**config.mk**
```make
export PLATFORM = sky130hd
export DESIGN_NAME = counter_sequencer_flat
export DESIGN_NICKNAME = d
export VERILOG_FILES = /design/src/rtl/counter_seq_pkg.sv /design/src/rtl/counter_sequencer_if.sv /design/src/rtl/counter_step_core.sv /design/src/rtl/counter_sequencer.sv /design/src/flat_wrapper.sv
export SDC_FILE = /design/constraint.sdc
export NUM_CORES = 1
export LEC_CHECK = 0
export CORE_ASPECT_RATIO = 1.75
export CORE_MARGIN = 1
export CORE_UTILIZATION = 35
export DETAILED_ROUTE_END_ITERATION = 10
export HOLD_SLACK_MARGIN = 0.1
export PLACE_DENSITY = 0.69
export SYNTH_ARGS = -nofsm -noshare
export SYNTH_HDL_FRONTEND = slang
export SYNTH_HIERARCHICAL = 1
export SYNTH_SLANG_ARGS = --single-unit
```
**constraint.sdc**
```tcl
create_clock -name clk -period 4.4 [get_ports clk]
set_input_delay 0.44 -clock clk [delete_from_list [all_inputs] [get_ports clk]]
set_output_delay 0.44 -clock clk [all_outputs]
set_load 0.005 [all_outputs]
```
**src/rtl/counter_seq_pkg.sv**
```systemverilog
// Shared definitions for the counter sequencer: mode codes, FSM states, field widths.
package counter_seq_pkg;

  localparam int unsigned MODE_W = 2;

  localparam logic [MODE_W-1:0] MODE_ONESHOT  = 2'd0;
  localparam logic [MODE_W-1:0] MODE_RELOAD   = 2'd1;
  localparam logic [MODE_W-1:0] MODE_PINGPONG = 2'd2;

  typedef enum logic {
    ST_IDLE = 1'b0,
    ST_RUN  = 1'b1
  } state_t;

endpackage

```
**src/rtl/counter_sequencer_if.sv**
```systemverilog
// Host-side command/status bundle of the counter sequencer.
interface counter_sequencer_if
  import counter_seq_pkg::*;
#(
  parameter int unsigned W = 8
);
  logic              start;
  logic              stop;
  logic              en;
  logic [W-1:0]      start_val;
  logic [W-1:0]      end_val;
  logic              up;
  logic [MODE_W-1:0] mode;
  logic [W-1:0]      count;
  logic              dir;
  logic              busy;
  logic              done;

  modport master (
    output start, stop, en, start_val, end_val, up, mode,
    input  count, dir, busy, done
  );

  modport slave (
    input  start, stop, en, start_val, end_val, up, mode,
    output count, dir, busy, done
  );
endinterface

```
**src/rtl/counter_step_core.sv**
```systemverilog
// Registered up/down count with parallel load and terminal-value compare.
module counter_step_core #(
  parameter int unsigned W = 8
) (
  input  logic         clk,
  input  logic         rst,
  input  logic         load,
  input  logic [W-1:0] load_val,
  input  logic         en,
  input  logic         up,
  input  logic [W-1:0] term_val,
  output logic [W-1:0] count,
  output logic         is_term
);

  // Load wins over a step; stepping wraps modulo 2^W.
  always_ff @(posedge clk) begin
    if (rst) begin
      count <= '0;
    end else if (load) begin
      count <= load_val;
    end else if (en) begin
      count <= up ? count + W'(1) : count - W'(1);
    end
  end

  assign is_term = (count == term_val);

endmodule

```
**src/rtl/counter_sequencer.sv**
```systemverilog
// Sequences a count register from a single start command: stepping, terminal handling
// (stop / reload / reverse) and busy/done reporting back to the host.
module counter_sequencer
  import counter_seq_pkg::*;
#(
  parameter int unsigned W = 8
) (
  input  logic                clk,
  input  logic                rst,
  counter_sequencer_if.slave  bus
);

  state_t            state, state_n;
  logic [W-1:0]      cfg_start, cfg_start_n;
  logic [W-1:0]      cfg_end, cfg_end_n;
  logic              cfg_up, cfg_up_n;
  logic [MODE_W-1:0] cfg_mode, cfg_mode_n;
  logic              term_swap, term_swap_n;
  logic              dir, dir_n;
  logic              busy;
  logic              done, done_n;

  logic              core_load;
  logic [W-1:0]      core_load_val;
  logic              core_en;
  logic              core_up;
  logic [W-1:0]      term_val;
  logic              is_term;
  logic [W-1:0]      count;

  // In PINGPONG the start value becomes the terminal after each turnaround.
  assign term_val = term_swap ? cfg_start : cfg_end;

  counter_step_core #(.W(W)) u_core (
    .clk      (clk),
    .rst      (rst),
    .load     (core_load),
    .load_val (core_load_val),
    .en       (core_en),
    .up       (core_up),
    .term_val (term_val),
    .count    (count),
    .is_term  (is_term)
  );

  always_ff @(posedge clk) begin
    if (rst) begin
      state     <= ST_IDLE;
      cfg_start <= '0;
      cfg_end   <= '0;
      cfg_up    <= 1'b0;
      cfg_mode  <= '0;
      term_swap <= 1'b0;
      dir       <= 1'b1;
      busy      <= 1'b0;
      done      <= 1'b0;
    end else begin
      state     <= state_n;
      cfg_start <= cfg_start_n;
      cfg_end   <= cfg_end_n;
      cfg_up    <= cfg_up_n;
      cfg_mode  <= cfg_mode_n;
      term_swap <= term_swap_n;
      dir       <= dir_n;
      busy      <= (state_n == ST_RUN);
      done      <= done_n;
    end
  end

  // Next-state and step control; priority stop > start > en.
  always_comb begin
    state_n       = state;
    cfg_start_n   = cfg_start;
    cfg_end_n     = cfg_end;
    cfg_up_n      = cfg_up;
    cfg_mode_n    = cfg_mode;
    term_swap_n   = term_swap;
    dir_n         = dir;
    done_n        = 1'b0;
    core_load     = 1'b0;
    core_load_val = cfg_start;
    core_en       = 1'b0;
    core_up       = dir;

    if (bus.stop) begin
      state_n = ST_IDLE;
    end else begin
      case (state)
        ST_IDLE: begin
          if (bus.start) begin
            cfg_start_n   = bus.start_val;
            cfg_end_n     = bus.end_val;
            cfg_up_n      = bus.up;
            cfg_mode_n    = bus.mode;
            term_swap_n   = 1'b0;
            dir_n         = bus.up;
            core_load     = 1'b1;
            core_load_val = bus.start_val;
            state_n       = ST_RUN;
          end
        end
        ST_RUN: begin
          if (bus.en) begin
            if (!is_term) begin
              core_en = 1'b1;
            end else begin
              done_n = 1'b1;
              case (cfg_mode)
                MODE_RELOAD: begin
                  core_load = 1'b1;
                  dir_n     = cfg_up;
                end
                MODE_PINGPONG: begin
                  dir_n       = ~dir;
                  term_swap_n = ~term_swap;
                  // A degenerate range has nowhere to move: hold and just flip.
                  core_en     = (cfg_start != cfg_end);
                  core_up     = ~dir;
                end
                default: state_n = ST_IDLE;
              endcase
            end
          end
        end
        default: state_n = ST_IDLE;
      endcase
    end
  end

  assign bus.count = count;
  assign bus.dir   = dir;
  assign bus.busy  = busy;
  assign bus.done  = done;

endmodule

```
**src/flat_wrapper.sv**
```systemverilog
// flat-port wrapper written by rule: the top's interface ports become plain ports
module counter_sequencer_flat import counter_seq_pkg::*;
#(
  parameter int unsigned W = 8
)
  (clk, rst, bus_start, bus_stop, bus_en, bus_start_val, bus_end_val, bus_up, bus_mode, bus_count, bus_dir, bus_busy, bus_done);
  counter_sequencer_if #(.W(W)) bus_i ();
  input  logic clk;
  input  logic rst;
  input wire logic [$bits(bus_i.start)-1:0] bus_start;
  input wire logic [$bits(bus_i.stop)-1:0] bus_stop;
  input wire logic [$bits(bus_i.en)-1:0] bus_en;
  input wire logic [$bits(bus_i.start_val)-1:0] bus_start_val;
  input wire logic [$bits(bus_i.end_val)-1:0] bus_end_val;
  input wire logic [$bits(bus_i.up)-1:0] bus_up;
  input wire logic [$bits(bus_i.mode)-1:0] bus_mode;
  output wire logic [$bits(bus_i.count)-1:0] bus_count;
  output wire logic [$bits(bus_i.dir)-1:0] bus_dir;
  output wire logic [$bits(bus_i.busy)-1:0] bus_busy;
  output wire logic [$bits(bus_i.done)-1:0] bus_done;
  assign bus_i.start = bus_start;
  assign bus_i.stop = bus_stop;
  assign bus_i.en = bus_en;
  assign bus_i.start_val = bus_start_val;
  assign bus_i.end_val = bus_end_val;
  assign bus_i.up = bus_up;
  assign bus_i.mode = bus_mode;
  assign bus_count = bus_i.count;
  assign bus_dir = bus_i.dir;
  assign bus_busy = bus_i.busy;
  assign bus_done = bus_i.done;
  counter_sequencer #(.W(W)) u_core (.clk(clk), .rst(rst), .bus(bus_i));
endmodule
```
==> results.cfg <==
[yosys]
ys_types = 47
ys_warn_count = 6
ys_seq_area_share_pct = 30.71
postSynthAreaPerCell_um2 = 8.981
synth-main-ff-cell = dfxtp_1
synth_nets = 258
synthArstFlopShare_pct = 0
synth-edff-count = 0
synth-seq-cells = 31
synthCells = 225
synth_area_mm2 = 0.002021

[grt]
gr-total-overflow = 0
grt_pass1_wl_mm = 7.762
grtUsageTotal_pct = 17.29
grt_max_degree = 34
grt_pass1_vias = 1680
antenna_found_initial = 0

[critical_path]
path_buf_inv = 1
cp_top_family = multiplexers
path_class = flip-flop to flip-flop
critPathCaptureType = flip-flop
start_kind = flip-flop
cp.arrival_ns = 3.82
cp_cell_sequence = mux2_2 -> xnor2_1 -> nand4_1 -> nor2_1 -> nand4_1 -> xnor2_1 -> inv_1 -> ha_1 -> a211o_1 -> a41oi_1 -> mux2_2 -> o211ai_1
crit_slowest_cell = dfxtp_1
crit_path_max_incr_delay_ns = 0.56
path_max_fanout = 11
crit_required_ns = 4.62

[cts]
cts.path.max_buffers = 2
cts.sinks = 31
cts_max_level = 2
clk_pin_slew_ns = 0.06
clkLatencyLatePin_ns = 0.29
cts.repair.resized = 0
cts_root_buffer = clkbuf_8
cts_tree = yes
postCtsSetupBuffers = 0
numCtsBuffers = 5
holdBufCountCts = 0

[timing]
slew_headroom_pct = 73.61
fin_skew_ns = 0.007745
finalCritPeriodShare_pct = 81.92
tightest_slew_ns = 0.3954
rsz0062_at_grt = no
post-route-min-period_ns = 3.605
setup_viol = 0
hold_viol = 0
fin_setup_tns_ns = 0
drv_slew = 0
fmax_ghz = 0.2774

[route]
drt-initial-drc-count = 59
final_antenna_net_count = 0
drc = 0
routedWlPerCell_um = 13.95
dr_total_vias = 1735
routed_wl_mm = 4.688
detail_route.vias_per_cell = 5.164
first_pass_iters = 4

[power_and_ir_drop]
power_density_mw_per_mm2 = 264.8
cellLeakagePower_uw = 0.0009415
peakVddDrop_mv = 0.08339

[die]
die-height_um = 102.5
fp.dieW_um = 59.44
row_count = 36
placeableCoreArea_mm2 = 0.005585
pin_count = 35
start_util_pct = 36.18
fp.dieArea_mm2 = 0.006093

[placed_design]
portBuffers = 34
place_inst = 328
dpl.hpwl_mm = 3.638
gp_congestion = 0.8732

[finish]
multi_input_area_mm2 = 0.001320
final_cell_mix = clkdlybuf4s50_1 (34), dfxtp_1 (31), a21oi_1 (30)
seqCellArea_um2 = 620.6
n_antenna_cell = 0
final_cell_count_no_fill = 336
nets = 292
final_common_cell = clkdlybuf4s50_1
num-fill-cells = 582
syn2layout_area_growth_pct = 23.41
drive_gt1_share_pct = 13.85

[status]
status = finished, final reports clean

[worst_hold_path]
holdCritPathClass = flip-flop to flip-flop

[run]
cap_violations = 0
==> worst paths after layout <==
kind               startpoint                      to  slack [ns]  cells past startpoint
min reg2reg     u_core/cfg_up           u_core/cfg_up        0.45                      2
max reg2reg  u_core/term_swap  u_core/u_core/count[7]        0.80                     12
max          u_core/term_swap  u_core/u_core/count[7]        0.80                     12
min             u_core/cfg_up           u_core/cfg_up        0.45                      2
==> routing by layer <==
metal	up-vias	track usage, %	share of wire (%)
li1	870	-	-
met1	815	16.94	38
met2	41	33.10	56
met3	9	2.886	3.6
met4	0	9.158	2.6
met5	-	0	0
==> metrics by stage <==
stage | total power, uW | worst slack (ns) | instance area (um2) | utilization (%) | hold WS, ns
6_report | 660.4 | 0.7953 | 2494 | 44.65 | 0.4543
4_1_cts | 663.2 | 0.7843 | 2494 | 44.65 | 0.4572
5_1_grt | 693.4 | 0.4427 | 2494 | 44.65 | 0.5002
3_3_place_gp | 446.8 | 0.9048 | 2410 | 43.15 | 0.4459
2_1_floorplan | 398.9 | 1.176 | 2021 | - | 0.4332
3_5_place_dp | 448.2 | 0.8068 | 2410 | 43.15 | 0.4480
==> cells by family (layout without fill, tap and decap cells) <==
kind of cell,count (synthesis),count (layout),synth area share (%)
xor gates and xnor gates,20,20,8.669
buffers and inverters,13,48,3.962
AOI/OAI and AO/OA,52,52,15.23
and+or+nand+nor,81,81,23.47
DFF,31,31,30.71
muxes,19,19,12.01
adders and majority gates,9,9,5.945
==> layout make-up <==
class / count / area share, %
Timing Repair Buffer: 37 / 14.55
Tap cell: 76 / 3.813
Inverter: 3 / 0.4516
Multi-Input combinational cell: 181 / 52.94
Clock buffer: 5 / 2.760
Clock inverter: 3 / 0.6021
Sequential cell: 31 / 24.89
==> cell usage after synthesis (2+ instances only) <==
cell / number / area share (%)
buf_4: 2 / 0.74
nand3_1: 3 / 0.74
dfxtp_1: 31 / 31
o211ai_1: 2 / 0.74
nor3b_1: 5 / 1.9
a211o_1: 3 / 1.3
nor2b_1: 3 / 0.93
or3b_2: 2 / 0.87
a21oi_1: 30 / 7.4
ha_1: 8 / 5.0
nand2_1: 26 / 4.8
nand4_1: 6 / 1.9
inv_1: 3 / 0.56
buf_6: 3 / 1.7
and2b_1: 8 / 3.0
mux2_2: 10 / 5.6
o21ai_0: 4 / 0.99
nor2_1: 13 / 2.4
o21ai_1: 2 / 0.50
xnor2_1: 20 / 8.7
a211oi_1: 2 / 0.74
o21a_1: 4 / 1.5
clkbuf_1: 4 / 0.74
mux2_4: 8 / 5.9
==> power by group <==
group | switching, uW | internal (uW)
clock | 111 | 108
sequential | 14.3 | 293
combinational | 62.0 | 72.6
total | 187 | 473
==> flip-flops by register name, indices dropped and copies added (netlist names) <==
signal,flops
u_core/cfg_up,1
u_core/u_core/count,8
u_core/bus.busy,1
u_core/cfg_start,8
u_core/cfg_end,8
u_core/bus.done,1
u_core/cfg_mode,2
u_core/term_swap,1
u_core/bus.dir,1
==> worst min-delay path, stage by stage (launching register included) <==
cell	delay (ns)
dfxtp_1	0.31
nand2_1	0.05
a21oi_1	0.05
No activity file was read; power rests on OpenSTA's default activity.
